**src/rtl/rns_pkg.sv**
```systemverilog
// Shared RNS definitions: FSM state, default moduli, and constant helpers.
// The modular inverse table is computed at elaboration time from the moduli.
package rns_pkg;

  localparam int MAX_DOMAINS = 8;
  localparam int DEF_NUM_DOMAINS = 2;
  localparam logic [17:0] DEF_MODULI = {9'd256, 9'd129};

  typedef enum logic [1:0] {IDLE, DIGIT, ACCUM, DONE} state_t;

  typedef logic [9*MAX_DOMAINS-1:0] moduli_vec_t;

  function automatic int modulus_at(input moduli_vec_t mods, input int idx);
    return int'(mods[idx*9 +: 9]);
  endfunction

  // Brute-force inverse; moduli are at most 256 so the search is short.
  function automatic int modinv(input int a, input int m);
    int ar;
    ar = a % m;
    for (int x = 1; x < m; x++) begin
      if ((ar * x) % m == 1) return x;
    end
    return 0;
  endfunction

  // inv(m_src) modulo m_dst; the diagonal has no inverse and is never used.
  function automatic logic [8:0] inv_pair(input moduli_vec_t mods, input int src, input int dst);
    if (src == dst) return 9'd0;
    return 9'(modinv(modulus_at(mods, src), modulus_at(mods, dst)));
  endfunction

  function automatic longint unsigned moduli_product(input moduli_vec_t mods, input int n);
    longint unsigned p;
    p = 1;
    for (int d = 0; d < n; d++) p = p * longint'(modulus_at(mods, d));
    return p;
  endfunction

endpackage

```
**src/rtl/rns_mod_submul.sv**
```systemverilog
// One MRC digit step for modulus m_K: ((w + m - (a mod m)) * inv(m_src, m)) mod m.
// Purely combinational; the inverse row for this modulus is a constant table.
module rns_mod_submul
  import rns_pkg::*;
#(
  parameter int NUM_DOMAINS = DEF_NUM_DOMAINS,
  parameter logic [9*NUM_DOMAINS-1:0] MODULI = DEF_MODULI,
  parameter int K = 0,
  parameter int KW = 1
) (
  input  logic [7:0]    w,
  input  logic [7:0]    a,
  input  logic [KW-1:0] src,
  output logic [7:0]    y
);

  localparam moduli_vec_t MODS = moduli_vec_t'(MODULI);
  localparam logic [9:0] M10 = 10'(modulus_at(MODS, K));

  logic [8:0]  inv_row [NUM_DOMAINS];
  logic [9:0]  a_red;
  logic [9:0]  diff;
  logic [18:0] prod;

  for (genvar p = 0; p < NUM_DOMAINS; p++) begin : g_inv
    localparam logic [8:0] C = inv_pair(MODS, p, K);
    assign inv_row[p] = C;
  end

  // w < m always, so w + m - (a mod m) stays positive and below 2m.
  always_comb begin
    a_red = {2'b00, a} % M10;
    diff  = {2'b00, w} + M10 - a_red;
    prod  = {9'd0, diff} * {10'd0, inv_row[src]};
    y     = 8'(prod % 19'(M10));
  end

endmodule

```
**src/rtl/rns_reconstruct.sv**
```systemverilog
// Residue-to-binary converter using mixed-radix conversion followed by Horner accumulation.
// Digit phase takes N(N-1)/2 cycles, accumulation N-1 cycles; one conversion in flight.
module rns_reconstruct
  import rns_pkg::*;
#(
  parameter int NUM_DOMAINS = DEF_NUM_DOMAINS,
  parameter logic [9*NUM_DOMAINS-1:0] MODULI = DEF_MODULI,
  parameter int TAG_WID = 4
) (
  input  logic                     clk,
  input  logic                     reset,
  input  logic                     in_valid,
  output logic                     in_ready,
  input  logic [8*NUM_DOMAINS-1:0] residues,
  input  logic [TAG_WID-1:0]       in_tag,
  input  logic                     flush,
  output logic                     out_valid,
  input  logic                     out_ready,
  output logic [8*NUM_DOMAINS-1:0] result,
  output logic [TAG_WID-1:0]       out_tag,
  output logic                     busy
);

  localparam int KW = (NUM_DOMAINS > 2) ? $clog2(NUM_DOMAINS) : 1;
  localparam int RW = 8 * NUM_DOMAINS;
  localparam moduli_vec_t MODS = moduli_vec_t'(MODULI);

  if (NUM_DOMAINS < 2 || NUM_DOMAINS > MAX_DOMAINS) begin : g_bad_domains
    $error("rns_reconstruct: NUM_DOMAINS must be between 2 and %0d", MAX_DOMAINS);
  end

  state_t        state;
  logic [7:0]    w     [NUM_DOMAINS];
  logic [7:0]    w_in  [NUM_DOMAINS];
  logic [7:0]    sub_y [NUM_DOMAINS];
  logic [8:0]    mod_tab [NUM_DOMAINS];
  logic [KW-1:0] j, k, i;
  logic [KW-1:0] jm1;
  logic [RW-1:0] acc;
  logic [RW-1:0] horner;

  assign jm1 = j - KW'(1);

  // Per-domain input reduction and digit-step datapath; w_j doubles as MRC digit a_j once final.
  for (genvar g = 0; g < NUM_DOMAINS; g++) begin : g_dom
    localparam logic [8:0] MG = 9'(modulus_at(MODS, g));
    assign mod_tab[g] = MG;
    assign w_in[g] = 8'({1'b0, residues[g*8 +: 8]} % MG);

    rns_mod_submul #(
      .NUM_DOMAINS(NUM_DOMAINS),
      .MODULI     (MODULI),
      .K          (g),
      .KW         (KW)
    ) u_submul (
      .w  (w[g]),
      .a  (w[jm1]),
      .src(jm1),
      .y  (sub_y[g])
    );
  end

  // Horner step: acc * m_i + a_i; bounded by M-1 so RW bits never overflow.
  always_comb begin
    horner = acc * RW'(mod_tab[i]) + RW'(w[i]);
  end

  // Conversion FSM with registered handshake and status outputs.
  always_ff @(posedge clk) begin
    if (reset) begin
      state     <= IDLE;
      in_ready  <= 1'b1;
      busy      <= 1'b0;
      out_valid <= 1'b0;
      result    <= '0;
      out_tag   <= '0;
      acc       <= '0;
      j         <= '0;
      k         <= '0;
      i         <= '0;
      for (int n = 0; n < NUM_DOMAINS; n++) w[n] <= '0;
    end else if (flush) begin
      state     <= IDLE;
      in_ready  <= 1'b1;
      busy      <= 1'b0;
      out_valid <= 1'b0;
    end else begin
      case (state)
        IDLE: begin
          if (in_valid) begin
            for (int n = 0; n < NUM_DOMAINS; n++) w[n] <= w_in[n];
            out_tag  <= in_tag;
            j        <= KW'(1);
            k        <= KW'(1);
            state    <= DIGIT;
            in_ready <= 1'b0;
            busy     <= 1'b1;
          end
        end
        DIGIT: begin
          w[k] <= sub_y[k];
          if (k == KW'(NUM_DOMAINS - 1)) begin
            if (j == KW'(NUM_DOMAINS - 1)) begin
              acc   <= RW'(sub_y[k]);
              i     <= KW'(NUM_DOMAINS - 2);
              state <= ACCUM;
            end else begin
              j <= j + KW'(1);
              k <= j + KW'(1);
            end
          end else begin
            k <= k + KW'(1);
          end
        end
        ACCUM: begin
          acc <= horner;
          i   <= i - KW'(1);
          if (i == '0) begin
            result    <= horner;
            out_valid <= 1'b1;
            state     <= DONE;
          end
        end
        DONE: begin
          if (out_ready) begin
            out_valid <= 1'b0;
            in_ready  <= 1'b1;
            busy      <= 1'b0;
            state     <= IDLE;
          end
        end
        default: begin
          state     <= IDLE;
          in_ready  <= 1'b1;
          busy      <= 1'b0;
          out_valid <= 1'b0;
        end
      endcase
    end
  end

endmodule
```
**config.mk**
```make
export PLATFORM = sky130hd
export DESIGN_NAME = rns_reconstruct
export DESIGN_NICKNAME = d
export VERILOG_FILES = /design/src/rtl/rns_pkg.sv /design/src/rtl/rns_mod_submul.sv /design/src/rtl/rns_reconstruct.sv
export SDC_FILE = /design/constraint.sdc
export NUM_CORES = 1
export LEC_CHECK = 0
export ABC_AREA = 1
export ABC_CLOCK_PERIOD_IN_PS = 11000
export BUFFER_PORTS_ARGS = -buffer_cell sky130_fd_sc_hd__clkbuf_2
export CELL_PAD_IN_SITES_DETAIL_PLACEMENT = 1
export CELL_PAD_IN_SITES_GLOBAL_PLACEMENT = 1
export CORE_MARGIN = 5
export CORE_UTILIZATION = 45
export CTS_BUF_LIST = sky130_fd_sc_hd__clkbuf_4 sky130_fd_sc_hd__clkbuf_8
export DETAILED_ROUTE_END_ITERATION = 7
export MAX_ROUTING_LAYER = met4
export PLACE_DENSITY = 0.89
export SLEW_MARGIN = 20
export SYNTH_ARGS = -nofsm -noshare
export SYNTH_HDL_FRONTEND = slang
export SYNTH_SLANG_ARGS = --single-unit
```
**constraint.sdc**
```tcl
create_clock -name clk -period 11 [get_ports clk]
set_clock_uncertainty 0.15 [all_clocks]
set_input_delay 1.65 -clock clk [delete_from_list [all_inputs] [get_ports clk]]
set_output_delay 1.65 -clock clk [all_outputs]
set_load 0.05 [all_outputs]
```
==> results of run 1 <==
## state kept, by name, summed over array words and instances, names as in the netlist, named ones only
register,cells
state,2
k,1
i,1
result,16
out_valid,1
j,1
acc,16
busy,1
in_ready,1
w,16
out_tag,4
## cells in the final DEF, fill, tap and decap left out, types with 14 or more instances in the layout
cell | netlist | layout
nand2_1 | 372 | 361
inv_1 | 197 | 191
nor2_1 | 115 | 100
nand3_1 | 111 | 100
ha_1 | 79 | 77
a21oi_1 | 55 | 53
o21ai_0 | 50 | 50
clkbuf_2 | 0 | 47
buf_4 | 2 | 47
xor2_1 | 44 | 44
dfxtp_1 | 45 | 44
nand2_2 | 37 | 40
inv_2 | 20 | 22
nor2_2 | 13 | 21
nand3_2 | 14 | 20
nand4_1 | 20 | 20
edfxtp_1 | 16 | 16
nand2_4 | 10 | 15
nor2_4 | 7 | 14
## cells by family after synthesis
kind of cell    count (synthesis)  synth area share
simple gates                  737             0.416
fa+ha+maj                      87             0.137
compound gates                158             0.109
buf+inv                       244             0.118
flops                          61             0.164
xor+xnor                       53            0.0553
other cells                     1          0.000447
## metal layers
metal,vias to the layer above,GRT usage,routed length [µm]
met2,274,0.449,15000
met4,0,0.0546,862
met3,87,0.0320,1450
li1,4469,-,-
met5,-,-,0
met1,4520,0.332,13000
## synth_stat cells, types with 4 or more instances
cell	instances	area [µm²]
o21bai_1	13	97.6
fa_1	8	160
nand2_1	372	1400
buf_6	5	56.3
nand2_4	10	113
nand3_2	14	140
nand4_1	20	125
a21oi_2	4	35.0
clkbuf_1	8	30.0
nor2_4	7	78.8
nor2_1	115	432
nand3b_1	13	97.6
dfxtp_1	45	901
nor3_1	8	40.0
ha_1	79	988
inv_2	20	75.1
edfxtp_1	16	480
o21ai_0	50	250
o21ai_1	10	50.1
nand3_1	111	556
inv_4	4	25.0
inv_1	197	739
nor2_2	13	81.3
xnor2_1	9	78.8
nand2_2	37	231
a22o_1	6	52.6
nand3_4	4	70.1
xor2_1	44	385
a21oi_1	55	275
## area by class of cell
cell class | count | area, µm²
clock buffer | 9 | 124
inverter | 224 | 870
sequential | 61 | 1390
timing repair buffer | 96 | 619
clock inverter | 7 | 62.6
tap | 234 | 293
multi-input combinational | 1041 | 6380
fill | 2545 | 8790
## tightest hold or removal path, stage by stage, from the launching register on
cell     delay, ps
dfxtp_1        320
nand2_1         60
a21oi_1         50
## worst max path at each step
stage                              endpoint  slack, ps
after floorplan           w[0][7]$_DFFE_PP_       1040
after global placement    w[0][7]$_DFFE_PP_          8
after detailed placement  w[0][6]$_DFFE_PP_       -540
after CTS                 w[0][7]$_DFFE_PP_         20
after global routing      w[0][6]$_DFFE_PP_       -450
final                     w[0][6]$_DFFE_PP_        220
## timing repair
action / CTS / global route
resized for setup: 16 / 72
buffers inserted: 4 / 34
setup endpoints to repair: 24 / 24
pin swaps: 2 / 37
## metrics by stage
step,std cells,hold WS (ps),utilization
floorplan,1346,294,-
global placement,1618,302,0.480
detailed placement,1618,307,0.480
CTS,1638,322,0.495
global route,1672,340,0.525
finish,1672,319,0.525
==> metrics.md, run 1 <==
| Metric | Value |
|---|---|
| PortBufs | 47 |
| Syn. warnings | 0 |
| CTS max path bufs | 2 |
| Global-route wire length before repair | 45600 µm |
| Initial Util | 0.454 |
| Root buffer cell | clkbuf_8 |
| DRC Markers | 0 |
| Final antenna-violating net count | 0 |
| CTS Buf Count | 9 |
| Hold_buf cts | 0 |
| Congestion Overflow GR | 0 |
| TritonCTS clock tree | built |
| R2R setup slack | 220 ps |
| Worst slew margin | 0.344 |
| Mean instance size in the synthesized netlist | 6.26 µm² |
| DR vias | 9350 |
| Fin Setup TNS | 0 ps |
| Crit path launch | w[0][1]$_DFFE_PP_ |
| Pre-CTS WS | -536 ps |
| Worst-margin pin slew | 980 ps |
| Row cnt | 50 |
| Crit path kind | reg -> reg |
| Area Growth Syn to Fin | 15.9% |
| Worst path top cell family by delay | simple AND/OR/NAND/NOR gates |
| Final wirelength | 30400 µm |
| Die height | 147 µm |
| Antenna violations before repair | 0 |
| Most frequent CP cell | nand2_1 |
| Critical R2R Capture | w[0][6]$_DFFE_PP_ |
| Hold Vio Cnt, Final | 0 |
| Die area | 21500 µm² |
| # diodes | 0 |
| Max-cap viol count | 0 |
| Worst Hold Class | reg -> reg |
| Setup ws final | 216 ps |
| Critical path depth in cells | 75 |
| H-tree depth | 3 |
| Post-synth top flop | dfxtp_1 |
| Crit path arrival time | 10750 ps |
| GPL Wtd Cong | 0.958 |
| Pins Over Slew Limit | 0 |
| Slowest stage delay, CP | 420 ps |
| Fmax | 0.0927 GHz |
| Hold EP | acc[8]$_SDFFE_PP0P_ |
| Gr usage total | 0.262 |
| Mapped Area | 8400 µm² |
| Yosys cell types | 59 |
| Largest net degree at the start of global routing | 33 |
| Crit Path Max Fanout | 12 |
| Clk_lat worst skew | 360 ps |
| Worst R2R Start | w[0][1]$_DFFE_PP_ |
| Worst path required time | 10960 ps |
| Buf/Inv on CP | 11 |
| Mapped Cells | 1341 |
| Dpl cell area | 8890 µm² |
| I/O pins | 48 |
| Detailed Route Iter0 Violations | 524 |
| Dpl hpwl | 22500 µm |
| Core footprint | 18500 µm² |
| Synth Register Bits | 61 |
| EDFF count, synth | 16 |
| Clock Pin Slew Worst Setup and Hold Paths | 90 ps |
| Worst hold path startpoint | acc[8]$_SDFFE_PP0P_ |
| Number of global-route vias before repair | 9294 |
| Clk sink count | 61 |
| Endpoints failing setup | 0 |
| Critical Path End Type | flip-flop |
| Critical path's slowest cell | edfxtp_1 |
| Status | completed |
| Async SR Flop Fraction | 0 |
| Mean routed wirelength per cell | 18.2 µm |
| Period utilization | 0.980 |
| Tmin final | 10780 ps |
| CP startpoint kind | flip-flop |
| Vias/cell | 5.59 |
| WHS Path Cells | 2 |
| Drt first pass iters | 5 |
| Worst reg2reg path depth | 75 |
| Die Span X | 147 µm |
| Register area share after synthesis | 0.164 |
| Final instance area | 9730 µm² |
| Share of cells above drive strength 1 | 0.204 |
| Fin nets | 1545 |
Power of run 1 is not shown: default switching activity piles up to over one toggle a cycle in this logic, so the estimate is an artifact.
==> inputs of run 2 (changes only) <==
--- a/config.mk
+++ b/config.mk
@@ -15,7 +15,7 @@
 export CTS_BUF_LIST = sky130_fd_sc_hd__clkbuf_4 sky130_fd_sc_hd__clkbuf_8
 export DETAILED_ROUTE_END_ITERATION = 7
 export MAX_ROUTING_LAYER = met4
-export PLACE_DENSITY = 0.89
+export PLACE_DENSITY_LB_ADDON = 0.2
 export SLEW_MARGIN = 20
 export SYNTH_ARGS = -nofsm -noshare
 export SYNTH_HDL_FRONTEND = slang
==> constraint.sdc (replaced) <==
create_clock -name clk -period 11 [get_ports clk]
set_clock_uncertainty 0.15 [all_clocks]
set_input_delay 2.2 -clock clk [delete_from_list [all_inputs] [get_ports clk]]
set_output_delay 2.2 -clock clk [all_outputs]
set_load 0.05 [all_outputs]
==> run 2 against run 1 <==
Net effect:
- die area stayed put
- via count shrank 4.0%
- routed wire length shrank 7.1%
- utilization hardly changed
- worst hold slack gained 1.7 ps
==> metrics.md, run 2 (synthesis gave the netlist of run 1 again) <==
| Metric | Value |
|---|---|
| Critical R2R Capture | w[0][6]$_DFFE_PP_ (unchanged) |
| Fin nets | 1545 (unchanged) |
| Fmax | 0.0964 GHz (was 0.0927 GHz) |
| Die height | 147 µm (unchanged) |
| Met1 wire length | 12700 µm (was 13000 µm) |
| Worst hold path startpoint | acc[4]$_SDFFE_PP0P_ (was acc[8]$_SDFFE_PP0P_) |
| DR top layer | met4 (unchanged) |
| CP startpoint kind | flip-flop (unchanged) |
| TritonCTS clock tree | built (unchanged) |
| Placed instance count | 1618 (unchanged) |
| Final wirelength | 28200 µm (was 30400 µm) |
| Worst slew margin | 0.399 (was 0.344) |
| Most frequent CP cell | nand2_1 (unchanged) |
| Share of cells above drive strength 1 | 0.202 (was 0.204) |
| Congestion Overflow GR | 0 (unchanged) |
| Worst R2R Start | w[1][1]$_DFFE_PP_ (was w[0][1]$_DFFE_PP_) |
| Gr usage total | 0.253 (was 0.262) |
| Crit Path Max Fanout | 10 (was 12) |
| Core footprint | 18500 µm² (unchanged) |
| Vias/cell | 5.37 (was 5.59) |
| Largest registers | acc x16, result x16, w x16 (unchanged) |
| DR vias | 8978 (was 9350) |
| H-tree depth | 3 (unchanged) |
| CTS Buf Count | 9 (unchanged) |
| Mean routed wirelength per cell | 16.9 µm (was 18.2 µm) |
| Endpoints failing setup | 0 (unchanged) |
| Tmin final | 10370 ps (was 10780 ps) |
| Detailed Route Iter0 Violations | 513 (was 524) |
| Critical Path End Type | flip-flop (unchanged) |
| DRC Markers | 0 (unchanged) |
| Max-cap viol count | 0 (unchanged) |
| Final instance area | 9740 µm² (was 9730 µm²) |
| Fin Setup TNS | 0 ps (unchanged) |
| Commonest non-fill, non-tap cell in the layout | nand2_1 (unchanged) |
| Crit path arrival time | 10330 ps (was 10750 ps) |
| Crit path kind | reg -> reg (unchanged) |
| Period utilization | 0.943 (was 0.980) |
| Non-filler cells, final | 1672 (unchanged) |
| Worst path required time | 10960 ps (about the same) |
| Antenna violations before repair | 0 (unchanged) |
| Crit path launch | w[1][1]$_DFFE_PP_ (was w[0][1]$_DFFE_PP_) |
| Most frequent cells in the layout | 362 x nand2_1, 192 x inv_1, 106 x nand3_1, 101 x nor2_1, 73 x ha_1 (was 361 x nand2_1, 191 x inv_1, 100 x nor2_1, 100 x nand3_1, 77 x ha_1) |
| Pre-CTS WS | -507 ps (was -536 ps) |
| Row cnt | 50 (unchanged) |
| Number of global-route vias before repair | 8975 (was 9294) |
| Global-route wire length before repair | 43900 µm (was 45600 µm) |
| Pins Over Slew Limit | 0 (unchanged) |
| Area Growth Syn to Fin | 15.9% (about the same) |
| R2R setup slack | 630 ps (was 220 ps) |
| Setup ws final | 631 ps (was 216 ps) |
| Final antenna-violating net count | 0 (unchanged) |
| CTS max path bufs | 2 (unchanged) |
| Clk sink count | 61 (unchanged) |
| Dpl hpwl | 22400 µm (was 22500 µm) |
| Slowest stage delay, CP | 490 ps (was 420 ps) |
| # diodes | 0 (unchanged) |
| Hold_buf cts | 0 (unchanged) |
| Clock Pin Slew Worst Setup and Hold Paths | 70 ps (was 90 ps) |
| Root buffer cell | clkbuf_8 (unchanged) |
| PortBufs | 47 (unchanged) |
| Critical path's slowest cell | edfxtp_1 (unchanged) |
| Met2 wire length | 14200 µm (was 15000 µm) |
| Worst Hold Class | reg -> reg (unchanged) |
| Initial Util | 0.454 (unchanged) |
| Die area | 21500 µm² (unchanged) |
| Worst reg2reg path depth | 81 (was 75) |
| Dpl cell area | 8890 µm² (unchanged) |
| Worst-margin pin slew | 897 ps (was 980 ps) |
| Hold Vio Cnt, Final | 0 (unchanged) |
| Worst setup path end | w[0][6]$_DFFE_PP_ (unchanged) |
| GPL Wtd Cong | 0.910 (was 0.958) |
| Die Span X | 147 µm (unchanged) |
| Clk_lat worst skew | 360 ps (about the same) |
| WHS Path Cells | 2 (unchanged) |
| Drt first pass iters | 5 (unchanged) |
| Largest net degree at the start of global routing | 33 (unchanged) |
| Met3 wire len | 1030 µm (was 1450 µm) |
| I/O pins | 48 (unchanged) |
| Status | completed (unchanged) |
[run 2: cell types whose count changed in the layout (fill, tap and decap cells not counted), sizes merged]
cell,delta
clkinvlp,-1
clkbuf,+1
inv,-1
bufinv,+1
[run 2: worst min-delay path by stage]
stage | to | slack [ps]
after floorplan | acc[6]$_SDFFE_PP0P_ | 290
after CTS | acc[4]$_SDFFE_PP0P_ | 320
final | acc[4]$_SDFFE_PP0P_ | 320
after detailed placement | acc[6]$_SDFFE_PP0P_ | 310
after global placement | acc[9]$_SDFFE_PP0P_ | 300
after global routing | acc[10]$_SDFFE_PP0P_ | 350
[run 2: what timing repair did]
item                                    4_1_cts  5_1_grt
setup buffers                                 5       33
gates resized for setup                      18       70
pin swaps                                     7       36
cloned                                        0        0
endpoints found under the setup margin       24       24
[run 2: metal layers]
| metal | up-vias | track usage |
|---|---|---|
| met5 | - | - |
| met1 | 4308 | 0.321 |
| met4 | 0 | 0.0433 |
| met2 | 167 | 0.436 |
| li1 | 4470 | - |
| met3 | 33 | 0.0323 |
[run 2: through the flow]
step / utilization / hold WS (ps)
5_1_grt: 0.526 / 348
3_3_place_gp: 0.480 / 303
2_1_floorplan: - / 294
6_report: 0.526 / 321
4_1_cts: 0.497 / 322
3_5_place_dp: 0.480 / 310
[run 2: cell type report]
class	count	area [µm²]
sequential	61	1390
fill	2567	8780
tap	234	293
multi-input combinational	1041	6380
inverter	224	873
clock inverter	6	68.8
timing repair buffer	96	603
clock buffer	10	131
[run 2: critical path, delay by kind of cell, from the launching register on]
family	cells	cell delay, ps
AO/OA/AOI/OAI	3	530
XOR/XNOR	3	560
adder cells (fa/ha/maj)	6	1480
buffers and inverters	14	1080
flip-flops	1	490
AND/OR/NAND/NOR	55	5780
Power of run 2 is left out for the same reason.
==> inputs of run 3 (changes only) <==
--- a/config.mk
+++ b/config.mk
@@ -10,7 +10,6 @@
 export BUFFER_PORTS_ARGS = -buffer_cell sky130_fd_sc_hd__clkbuf_2
 export CELL_PAD_IN_SITES_DETAIL_PLACEMENT = 1
 export CELL_PAD_IN_SITES_GLOBAL_PLACEMENT = 1
-export CORE_MARGIN = 5
 export CORE_UTILIZATION = 45
 export CTS_BUF_LIST = sky130_fd_sc_hd__clkbuf_4 sky130_fd_sc_hd__clkbuf_8
 export DETAILED_ROUTE_END_ITERATION = 7
==> run 3 against run 2 <==
Net effect:
- sequential share of layout area shrank 0.27 points
- critical endpoint is now w[0][4]$_DFFE_PP_
- via count grew 3.1%
- non-clock buffer count grew 12
==> metrics.md, run 3 (synthesis gave the netlist of run 1 again) <==
| Metric | Value |
|---|---|
| DR vias | 9259 (was 8978) |
| Detailed Route Iter0 Violations | 519 (was 513) |
| CP startpoint kind | flip-flop (unchanged) |
| Drt first pass iters | 5 (unchanged) |
| Global-route wire length before repair | 44800 µm (was 43900 µm) |
| Clock Pin Slew Worst Setup and Hold Paths | 80 ps (was 70 ps) |
| DRC Markers | 0 (unchanged) |
| CTS Buf Count | 9 (unchanged) |
| Buf/Inv on CP | 12 (was 14) |
| Number of global-route vias before repair | 9103 (was 8975) |
| Crit Path Max Fanout | 10 (unchanged) |
| Worst Hold Class | reg -> reg (unchanged) |
| Core footprint | 18100 µm² (was 18500 µm²) |
| Pre-CTS WS | -479 ps (was -507 ps) |
| Final wirelength | 29500 µm (was 28200 µm) |
| Root buffer cell | clkbuf_8 (unchanged) |
| Clk_lat worst skew | 360 ps (about the same) |
| Fin nets | 1557 (was 1545) |
| Dpl hpwl | 22200 µm (was 22400 µm) |
| Critical Path End Type | flip-flop (unchanged) |
| Initial Util | 0.463 (was 0.454) |
| Die height | 139 µm (was 147 µm) |
| Pins Over Slew Limit | 0 (unchanged) |
| Mean routed wirelength per cell | 17.6 µm (was 16.9 µm) |
| Dpl cell area | 8890 µm² (about the same) |
| Setup ws final | 289 ps (was 631 ps) |
| Slowest stage delay, CP | 460 ps (was 490 ps) |
| Most frequent CP cell | nand2_1 (unchanged) |
| Vias/cell | 5.51 (was 5.37) |
| Antenna violations before repair | 0 (unchanged) |
| Largest net degree at the start of global routing | 33 (unchanged) |
| Critical path's slowest cell | edfxtp_1 (unchanged) |
| Share of cells above drive strength 1 | 0.226 (was 0.202) |
| Period utilization | 0.974 (was 0.943) |
| Final instance area | 9920 µm² (was 9740 µm²) |
| Crit path arrival time | 10670 ps (was 10330 ps) |
| Worst-margin pin slew | 805 ps (was 897 ps) |
| Hold Vio Cnt, Final | 0 (unchanged) |
| CTS max path bufs | 2 (unchanged) |
| Final antenna-violating net count | 0 (unchanged) |
| Worst slew margin | 0.463 (was 0.399) |
| Tmin final | 10710 ps (was 10370 ps) |
| Status | completed (unchanged) |
| PortBufs | 47 (unchanged) |
| Largest registers | acc x16, result x16, w x16 (unchanged) |
| Congestion Overflow GR | 0 (unchanged) |
| Clk sink count | 61 (unchanged) |
| Gr usage total | 0.294 (was 0.253) |
| Crit path kind | reg -> reg (unchanged) |
| Worst path required time | 10960 ps (about the same) |
| TritonCTS clock tree | built (unchanged) |
| Endpoints failing setup | 0 (unchanged) |
| H-tree depth | 3 (unchanged) |
| # diodes | 0 (unchanged) |
| Worst path top cell family by delay | simple AND/OR/NAND/NOR gates (unchanged) |
| Most frequent cells in the layout | 350 x nand2_1, 190 x inv_1, 104 x nor2_1, 99 x nand3_1, 72 x ha_1 (was 362 x nand2_1, 192 x inv_1, 106 x nand3_1, 101 x nor2_1, 73 x ha_1) |
| Max-cap viol count | 0 (unchanged) |
| Die Span X | 139 µm (was 147 µm) |
| Row cnt | 49 (was 50) |
| GPL Wtd Cong | 0.957 (was 0.910) |
| Area Growth Syn to Fin | 18.2% (was 15.9%) |
| Fmax | 0.0934 GHz (was 0.0964 GHz) |
| Die area | 19200 µm² (was 21500 µm²) |
| Commonest non-fill, non-tap cell in the layout | nand2_1 (unchanged) |
| I/O pins | 48 (unchanged) |
[run 3: changes by cell type in the layout (fill, tap and decap cells not counted), sizes merged]
cell	delta
clkinvlp	+1
inv	+1
clkinv	-1
clkbuf	-1
buf	+12
[run 3: repair_timing]
item,4_1_cts,5_1_grt
pin swaps,1,41
gates resized for setup,19,97
hold buffers,0,0
setup endpoints to repair,24,24
setup buffers,3,46
endpoints found under the hold margin,0,0
[run 3: per-stage QoR]
| step | hold WS [ps] | instances | TNS [ps] | utilization |
|---|---|---|---|---|
| 2_1_floorplan | 294 | 1346 | 0 | - |
| 3_3_place_gp | 304 | 1614 | 0 | 0.490 |
| 3_5_place_dp | 308 | 1614 | -8200 | 0.490 |
| 4_1_cts | 322 | 1633 | 0 | 0.507 |
| 5_1_grt | 337 | 1679 | -7380 | 0.547 |
| 6_report | 320 | 1679 | 0 | 0.547 |
[run 3: final timing paths]
path / from / end / slack, ps / cells past startpoint
worst max-delay path: w[0][1]$_DFFE_PP_ / w[0][4]$_DFFE_PP_ / 290 / 78
worst max register to register: w[0][1]$_DFFE_PP_ / w[0][4]$_DFFE_PP_ / 290 / 78
worst min-delay path: acc[13]$_SDFFE_PP0P_ / acc[13]$_SDFFE_PP0P_ / 320 / 2
worst min register to register: acc[13]$_SDFFE_PP0P_ / acc[13]$_SDFFE_PP0P_ / 320 / 2
[run 3: worst min-delay path, cell delays in order, from the launching register on]
cell,delay [ps]
dfxtp_1,320
nand2_1,60
a21oi_1,50
[run 3: area by class of cell]
type                    instances  area, µm²
fillers                      2487       8220
multi-input cells            1041       6470
flip-flops and latches         61       1390
inverters                     224        878
repair buffers                108        697
well taps                     229        287
clock buffers                   9        124
clock inverters                 7       78.8
[run 3: layer usage]
metal | GRT usage | routed length, µm | vias to the layer above
met5 | - | 0 | -
met4 | 0.0953 | 1120 | 0
li1 | - | - | 4494
met3 | 0.0294 | 1000 | 73
met1 | 0.359 | 12800 | 4460
met2 | 0.510 | 14600 | 232
Power of run 3 is left out for the same reason.
